==> src/rtl/pdm_decimador_if.sv <==
// pdm_decimador_if
// Purpose: bundles the PCM output handshake of the PDM decimator.
// Signals:
//   pcm_data  - 16-bit signed PCM sample (producer -> consumer)
//   pcm_valid - pcm_data holds an unconsumed sample (producer -> consumer)
//   pcm_ready - consumer accepts the sample when pcm_valid is high (consumer -> producer)
// Modports: master = sample producer (decimator), slave = sample consumer.
interface pdm_decimador_if;
    logic [15:0] pcm_data;
    logic        pcm_valid;
    logic        pcm_ready;

    modport master (
        output pcm_data,
        output pcm_valid,
        input  pcm_ready
    );

    modport slave (
        input  pcm_data,
        input  pcm_valid,
        output pcm_ready
    );
endinterface

==> src/rtl/pdm_decimador.sv <==
// pdm_decimador
// Purpose: 3rd-order CIC decimator (differential delay 1, ratio 2^DEC_LOG2) turning a 1-bit
// PDM microphone stream into 16-bit signed PCM, with a single-entry output buffer and a
// sticky overrun flag for samples dropped while the buffer is full.
// Ports:
//   clk         - system clock, rising edge
//   reset       - synchronous reset, active high, overrides every other input
//   enable_i    - when low, PDM strobes are ignored and the filter state is frozen
//   pdm_bit_i   - PDM data bit (1 -> +1, 0 -> -1)
//   pdm_valid_i - one-cycle strobe qualifying pdm_bit_i
//   clr_ovr_i   - one-cycle pulse clearing overrun_o
//   overrun_o   - sticky: a completed sample was dropped
//   pcm_o       - PCM output handshake (data/valid out, ready in)
module pdm_decimador #(
    parameter int unsigned DEC_LOG2 = 6
) (
    input  logic             clk,
    input  logic             reset,
    input  logic             enable_i,
    input  logic             pdm_bit_i,
    input  logic             pdm_valid_i,
    input  logic             clr_ovr_i,
    output logic             overrun_o,
    pdm_decimador_if.master  pcm_o
);

    localparam int unsigned W     = 3 * DEC_LOG2 + 2;
    localparam int unsigned Shift = 3 * DEC_LOG2 - 15;

    localparam logic [DEC_LOG2-1:0] CntLast = '1;
    localparam logic signed [W-1:0] PosMax  = W'(32767);
    localparam logic signed [W-1:0] NegMin  = W'(-32768);

    // Integrator, comb and pipeline state
    logic signed [W-1:0]  i1_q, i2_q, i3_q;
    logic signed [W-1:0]  i1_d, i2_d, i3_d;
    logic signed [W-1:0]  i3_prev_q, c1_prev_q, c2_prev_q, c3_q;
    logic signed [W-1:0]  c1, c2, c3;
    logic [DEC_LOG2-1:0]  cnt_q;
    logic                 dec_stb_q, comb_stb_q;

    // Output buffer
    logic [15:0]          pcm_data_q, pcm_data_d;
    logic                 pcm_valid_q, pcm_valid_d;
    logic                 overrun_q, overrun_d;

    logic                 accept;
    logic signed [W-1:0]  x;
    logic signed [W-1:0]  y_shift;
    logic signed [15:0]   y_sat;
    logic                 consume;
    logic                 ovr_set;

    assign accept = enable_i & pdm_valid_i;

    // Integrators chain within one cycle: each stage adds the freshly updated previous stage
    always_comb begin
        x    = pdm_bit_i ? W'(1) : '1;
        i1_d = i1_q + x;
        i2_d = i2_q + i1_d;
        i3_d = i3_q + i2_d;
    end

    // Combs run on the registered integrator output in the cycle after the decimation strobe
    always_comb begin
        c1 = i3_q - i3_prev_q;
        c2 = c1 - c1_prev_q;
        c3 = c2 - c2_prev_q;
    end

    // Scale the full-gain CIC result down to 16 bits, saturating the +R^3 corner case
    always_comb begin
        y_shift = c3_q >>> Shift;
        if (y_shift > PosMax) begin
            y_sat = 16'sh7fff;
        end else if (y_shift < NegMin) begin
            y_sat = 16'sh8000;
        end else begin
            y_sat = y_shift[15:0];
        end
    end

    // Single-entry buffer: a new sample may replace one consumed in the same cycle,
    // otherwise it is dropped and flagged
    always_comb begin
        pcm_data_d  = pcm_data_q;
        pcm_valid_d = pcm_valid_q;
        consume     = pcm_valid_q & pcm_o.pcm_ready;
        ovr_set     = 1'b0;
        if (comb_stb_q) begin
            if (!pcm_valid_q || consume) begin
                pcm_data_d  = y_sat;
                pcm_valid_d = 1'b1;
            end else begin
                ovr_set = 1'b1;
            end
        end else if (consume) begin
            pcm_valid_d = 1'b0;
        end
        // Set beats clear when both happen in the same cycle
        if (ovr_set) begin
            overrun_d = 1'b1;
        end else if (clr_ovr_i) begin
            overrun_d = 1'b0;
        end else begin
            overrun_d = overrun_q;
        end
    end

    always_ff @(posedge clk) begin
        if (reset) begin
            i1_q        <= '0;
            i2_q        <= '0;
            i3_q        <= '0;
            i3_prev_q   <= '0;
            c1_prev_q   <= '0;
            c2_prev_q   <= '0;
            c3_q        <= '0;
            cnt_q       <= '0;
            dec_stb_q   <= 1'b0;
            comb_stb_q  <= 1'b0;
            pcm_data_q  <= '0;
            pcm_valid_q <= 1'b0;
            overrun_q   <= 1'b0;
        end else begin
            if (accept) begin
                i1_q  <= i1_d;
                i2_q  <= i2_d;
                i3_q  <= i3_d;
                cnt_q <= cnt_q + 1'b1;
            end
            dec_stb_q  <= accept && (cnt_q == CntLast);
            comb_stb_q <= dec_stb_q;
            if (dec_stb_q) begin
                i3_prev_q <= i3_q;
                c1_prev_q <= c1;
                c2_prev_q <= c2;
                c3_q      <= c3;
            end
            pcm_data_q  <= pcm_data_d;
            pcm_valid_q <= pcm_valid_d;
            overrun_q   <= overrun_d;
        end
    end

    assign pcm_o.pcm_data  = pcm_data_q;
    assign pcm_o.pcm_valid = pcm_valid_q;
    assign overrun_o       = overrun_q;

endmodule
==> src/flat_wrapper.sv <==
// flat-port wrapper written by rule: the top's interface ports become plain ports
module pdm_decimador_flat 
#(
    parameter int unsigned DEC_LOG2 = 6
)
  (clk, reset, enable_i, pdm_bit_i, pdm_valid_i, clr_ovr_i, overrun_o, pcm_o_pcm_data, pcm_o_pcm_valid, pcm_o_pcm_ready);
  pdm_decimador_if pcm_o_i ();
  input  logic clk;
  input  logic reset;
  input  logic enable_i;
  input  logic pdm_bit_i;
  input  logic pdm_valid_i;
  input  logic clr_ovr_i;
  output logic overrun_o;
  output wire logic [$bits(pcm_o_i.pcm_data)-1:0] pcm_o_pcm_data;
  output wire logic [$bits(pcm_o_i.pcm_valid)-1:0] pcm_o_pcm_valid;
  input wire logic [$bits(pcm_o_i.pcm_ready)-1:0] pcm_o_pcm_ready;
  assign pcm_o_pcm_data = pcm_o_i.pcm_data;
  assign pcm_o_pcm_valid = pcm_o_i.pcm_valid;
  assign pcm_o_i.pcm_ready = pcm_o_pcm_ready;
  pdm_decimador #(.DEC_LOG2(DEC_LOG2)) u_core (.clk(clk), .reset(reset), .enable_i(enable_i), .pdm_bit_i(pdm_bit_i), .pdm_valid_i(pdm_valid_i), .clr_ovr_i(clr_ovr_i), .overrun_o(overrun_o), .pcm_o(pcm_o_i));
endmodule
==> config.mk <==
export PLATFORM = sky130hd
export DESIGN_NAME = pdm_decimador_flat
export DESIGN_NICKNAME = d
export VERILOG_FILES = /design/src/rtl/pdm_decimador_if.sv /design/src/rtl/pdm_decimador.sv /design/src/flat_wrapper.sv
export SDC_FILE = /design/constraint.sdc
export NUM_CORES = 1
export LEC_CHECK = 0
export CELL_PAD_IN_SITES_DETAIL_PLACEMENT = 0
export CELL_PAD_IN_SITES_GLOBAL_PLACEMENT = 1
export CORE_MARGIN = 5
export CORE_UTILIZATION = 30
export CTS_CLUSTER_SIZE = 16
export DETAILED_ROUTE_END_ITERATION = 8
export PLACE_DENSITY = 0.54
export SLEW_MARGIN = 20
export SYNTH_ARGS = -nofsm -noshare
export SYNTH_HDL_FRONTEND = slang
export SYNTH_SLANG_ARGS = --single-unit
==> constraint.sdc <==
create_clock -name clk -period 10.8 [get_ports clk]
set_clock_uncertainty 0.15 [all_clocks]
set_input_delay 2.16 -clock clk [delete_from_list [all_inputs] [get_ports clk]]
set_output_delay 2.16 -clock clk [all_outputs]
set_load 0.01 [all_outputs]
==> impl_metrics.csv <==
group,metric,value,unit
power_and_ir_drop,power.leakage,4.84,nW
layout,final_nets,1535,
logic_synthesis,synth-edff-count,0,
placed_design,port_buffers,24,
clocking,ctsHoldBuffers,0,
critical_path,crit_buf_inv,2,
drt,drtIter0Drc,273,
critical_path,critPathKind,"in -> reg",
clocking,insertion_delay,0.44,ns
logic_synthesis,synth_cells,1405,
logic_synthesis,ys_seq_elements,163,
drt,wl,25400,um
layout,drive_gt1_share,4.44,%
critical_path,crit_top_cell,"ha_1",
global_routing,grt_pass1_vias,8870,
critical_path,start_kind,"primary input",
drt,num_vias,9017,
clocking,cts_root_buf,"clkbuf_16",
outcome,status,"finished, final reports clean",
layout,fin_area,0.0124,mm^2
critical_path,critPathTopFamily,"compound AO/OA/AOI/OAI gates",
logic_synthesis,synth_fp_nets,1534,
drt,ant_nets,0,
placed_design,dp_hpwl,18100,um
sta,setup_violations,0,
critical_path,cpPeakStageDelay,0.59,ns
logic_synthesis,async_flop_share,0,%
floorplan,io_pins,25,
logic_synthesis,synth_ff_type,"dfxtp_1",
floorplan,die-width,202,um
clocking,numCtsBuffers,17,
clocking,ctsResizeCount,0,
logic_synthesis,avgSynthCellArea,7.88,um^2
clocking,cts_sinks,163,
sta,finalMaxSlewViolations,0,
placed_design,placedInstanceArea,0.0118,mm^2
logic_synthesis,ys_warn_count,0,
sta,finalCritPeriodShare,74.0,%
global_routing,grt_max_degree,89,
drt,dr.pass1.iters,5,
layout,area_growth,12.1,%
power_and_ir_drop,vdd_drop_max,0.151,mV
critical_path,crit_slowest_cell,"inv_1",
sta,rsz0062_at_grt,"no",
sta,hold_viol_final,0,
global_routing,track_usage,12.9,%
critical_path,critical_path_arrival,8.17,ns
min_path,min_path_type,"reg -> reg",
layout,fin_util,34.0,%
floorplan,die_h,202,um
logic_synthesis,yosysSeqAreaShare,29.5,%
sta,min_period,7.99,ns
critical_path,path_depth,26,
sta,whs,0.307,ns
clocking,cts_tree,"built",
floorplan,start_util,30.3,%
global_routing,overflow,0,
sta,fin_tns_setup,0,ns
floorplan,core-area,0.0365,mm^2
floorplan,rows,70,
layout,antenna_cells,0,
sta,slew_headroom,32.2,%
critical_path,path_max_fanout,19,
critical_path,rr_worst_depth,26,
critical_path,crit_path_end_kind,"flip-flop",
run,drv_cap,0,
logic_synthesis,ys_types,67,
floorplan,die_area,0.0408,mm^2
sta,tightest_slew,1.02,ns
sta,fmax,125,MHz
drt,drcViolationCount,0,
drt,avgRoutedWirePerCell,13.5,um
min_path,hold_depth,2,
clocking,post_cts_buffers,0,
clocking,path_clk_slew,0.07,ns
clocking,cts_max_level,4,
power_and_ir_drop,power.density,297,mW/mm^2
clocking,cts_buffer_depth,2,
placed_design,routabilityCongestion,0.740,
critical_path,critical_path_required,10.98,ns
global_routing,antenna_found_initial,0,
drt,vias_per_cell,4.78,
logic_synthesis,syn-cell-area,0.0111,mm^2
global_routing,grt_pass1_wl,43600,um
[where the power goes]
group / total [mW] / internal [mW] / leakage (nW) / switching [mW]
Sequential: 0.659 / 0.630 / 1.32 / 0.0285
Combinational: 2.36 / 1.05 / 3.23 / 1.31
Clock: 0.669 / 0.391 / 0.291 / 0.278
Total: 3.69 / 2.07 / 4.84 / 1.62
[metal layers]
metal | part of all wire [%] | wire [um] | track usage, % | vias up
li1 | - | - | - | 4887
met1 | 48 | 12200 | 15.3 | 4048
met2 | 48 | 12200 | 23.2 | 58
met3 | 2.0 | 513 | 2.63 | 24
met4 | 1.9 | 479 | 3.86 | 0
met5 | 0 | 0 | 0 | -
[synth_stat cells, types with 3 or more instances]
cell / count / area (um^2)
buf_1: 8 / 30.0
nor2b_1: 19 / 119
or3_1: 9 / 56.3
nand2b_1: 8 / 50.1
ha_1: 117 / 1460
a21oi_1: 129 / 646
nor3_1: 42 / 210
o21a_1: 17 / 128
and3_1: 9 / 56.3
o31ai_1: 7 / 52.6
fa_1: 5 / 100
clkbuf_1: 41 / 154
a211oi_1: 18 / 135
dfxtp_1: 163 / 3260
o21ai_1: 19 / 95.1
and2_1: 9 / 56.3
mux2i_1: 58 / 581
inv_1: 95 / 357
a31oi_1: 10 / 62.6
a21boi_1: 3 / 22.5
o31a_1: 5 / 43.8
xor2_1: 24 / 210
a21boi_0: 3 / 22.5
or4_1: 3 / 22.5
nor2_1: 197 / 739
nand2_1: 143 / 537
xnor2_1: 60 / 526
o211ai_1: 8 / 60.1
o21ai_0: 50 / 250
nand3_1: 23 / 115
nor4_1: 4 / 25.0
a21o_1: 27 / 203
o21bai_1: 13 / 97.6
o2111ai_1: 3 / 26.3
nand4_1: 10 / 62.6
nand3b_1: 3 / 22.5
o41ai_2: 4 / 65.1
[metrics by stage]
stage                     worst slack (ns)  std cells  power, mW
after floorplan                       3.49       1405       2.63
after global routing                  2.41       1887       4.11
after CTS                             2.78       1887       3.75
final                                 2.81       1887       3.69
after detailed placement              2.31       1855       3.06
after global placement                2.36       1855       3.06
[kinds of logic (layout without fill, tap and decap cells)]
| group | after synthesis | count (layout) | share of synthesized area [%] |
|---|---|---|---|
| compound gates | 343 | 343 | 19.8 |
| xor+xnor | 87 | 87 | 7.09 |
| mux | 59 | 59 | 5.35 |
| flops | 163 | 163 | 29.5 |
| fa+ha+maj | 122 | 122 | 14.1 |
| buf+inv | 144 | 158 | 4.88 |
| simple gates | 487 | 487 | 19.3 |
[cell usage in the layout (no fill, tap or decap), types with 10 or more instances in the layout]
cell             netlist  layout
o21ai_0               50      50
xnor2_1               60      60
o21bai_1              13      13
nor3_1                42      42
ha_1                 117     117
o21ai_1               19      19
nand2_1              143     142
a21oi_1              129     129
nor2b_1               19      18
nand4_1               10      10
a31oi_1               10      10
nor2_1               197     197
mux2i_1               58      58
dfxtp_1              163     162
o21a_1                17      17
inv_1                 95      95
a211oi_1              18      18
a21o_1                27      27
clkbuf_16              0      17
xor2_1                24      24
nand3_1               23      23
clkdlybuf4s50_1        0      23
[sequential cells by signal, indices dropped and copies added, names as in the netlist]
signal	flops
u_core.comb_stb_q	1
u_core.i2_q	20
u_core.pcm_o.pcm_valid	1
u_core.c3_q	17
u_core.i3_prev_q	20
u_core.dec_stb_q	1
u_core.cnt_q	6
u_core.i1_q	20
u_core.c2_prev_q	20
u_core.i3_q	20
u_core.c1_prev_q	20
u_core.pcm_o.pcm_data	16
u_core.overrun_o	1
[layout make-up]
type / count / area (um^2)
Inverter: 95 / 357
Clock buffer: 18 / 429
Tap cell: 468 / 586
Clock inverter: 14 / 201
Multi-Input combinational cell: 1098 / 7270
Fill cell: 3863 / 24100
Sequential cell: 163 / 3270
Timing Repair Buffer: 31 / 294
[final timing paths]
kind	to	startpoint	slack, ns
worst max-delay path	u_core.i3_q[19]$_SDFFE_PP0P_	pdm_bit_i	2.81
worst min-delay path	u_core.dec_stb_q$_SDFF_PP0_	u_core.cnt_q[5]$_SDFFE_PP0P_	0.31
worst max register to register	u_core.c3_q[19]$_SDFFE_PP0P_	u_core.i3_q[0]$_SDFFE_PP0P_	4.84
worst min register to register	u_core.dec_stb_q$_SDFF_PP0_	u_core.cnt_q[5]$_SDFFE_PP0P_	0.31
[worst reg2reg max path: cells and delay by family, from the launching register on]
kind / cells / cell delay [ns]
AOI/OAI and AO/OA: 13 / 2.30
DFF: 1 / 0.39
adders and majority gates: 4 / 1.34
and+or+nand+nor: 5 / 1.05
buffers and inverters: 1 / 0.06
xor gates and xnor gates: 3 / 0.53
No activity file was read; power rests on OpenSTA's default activity.
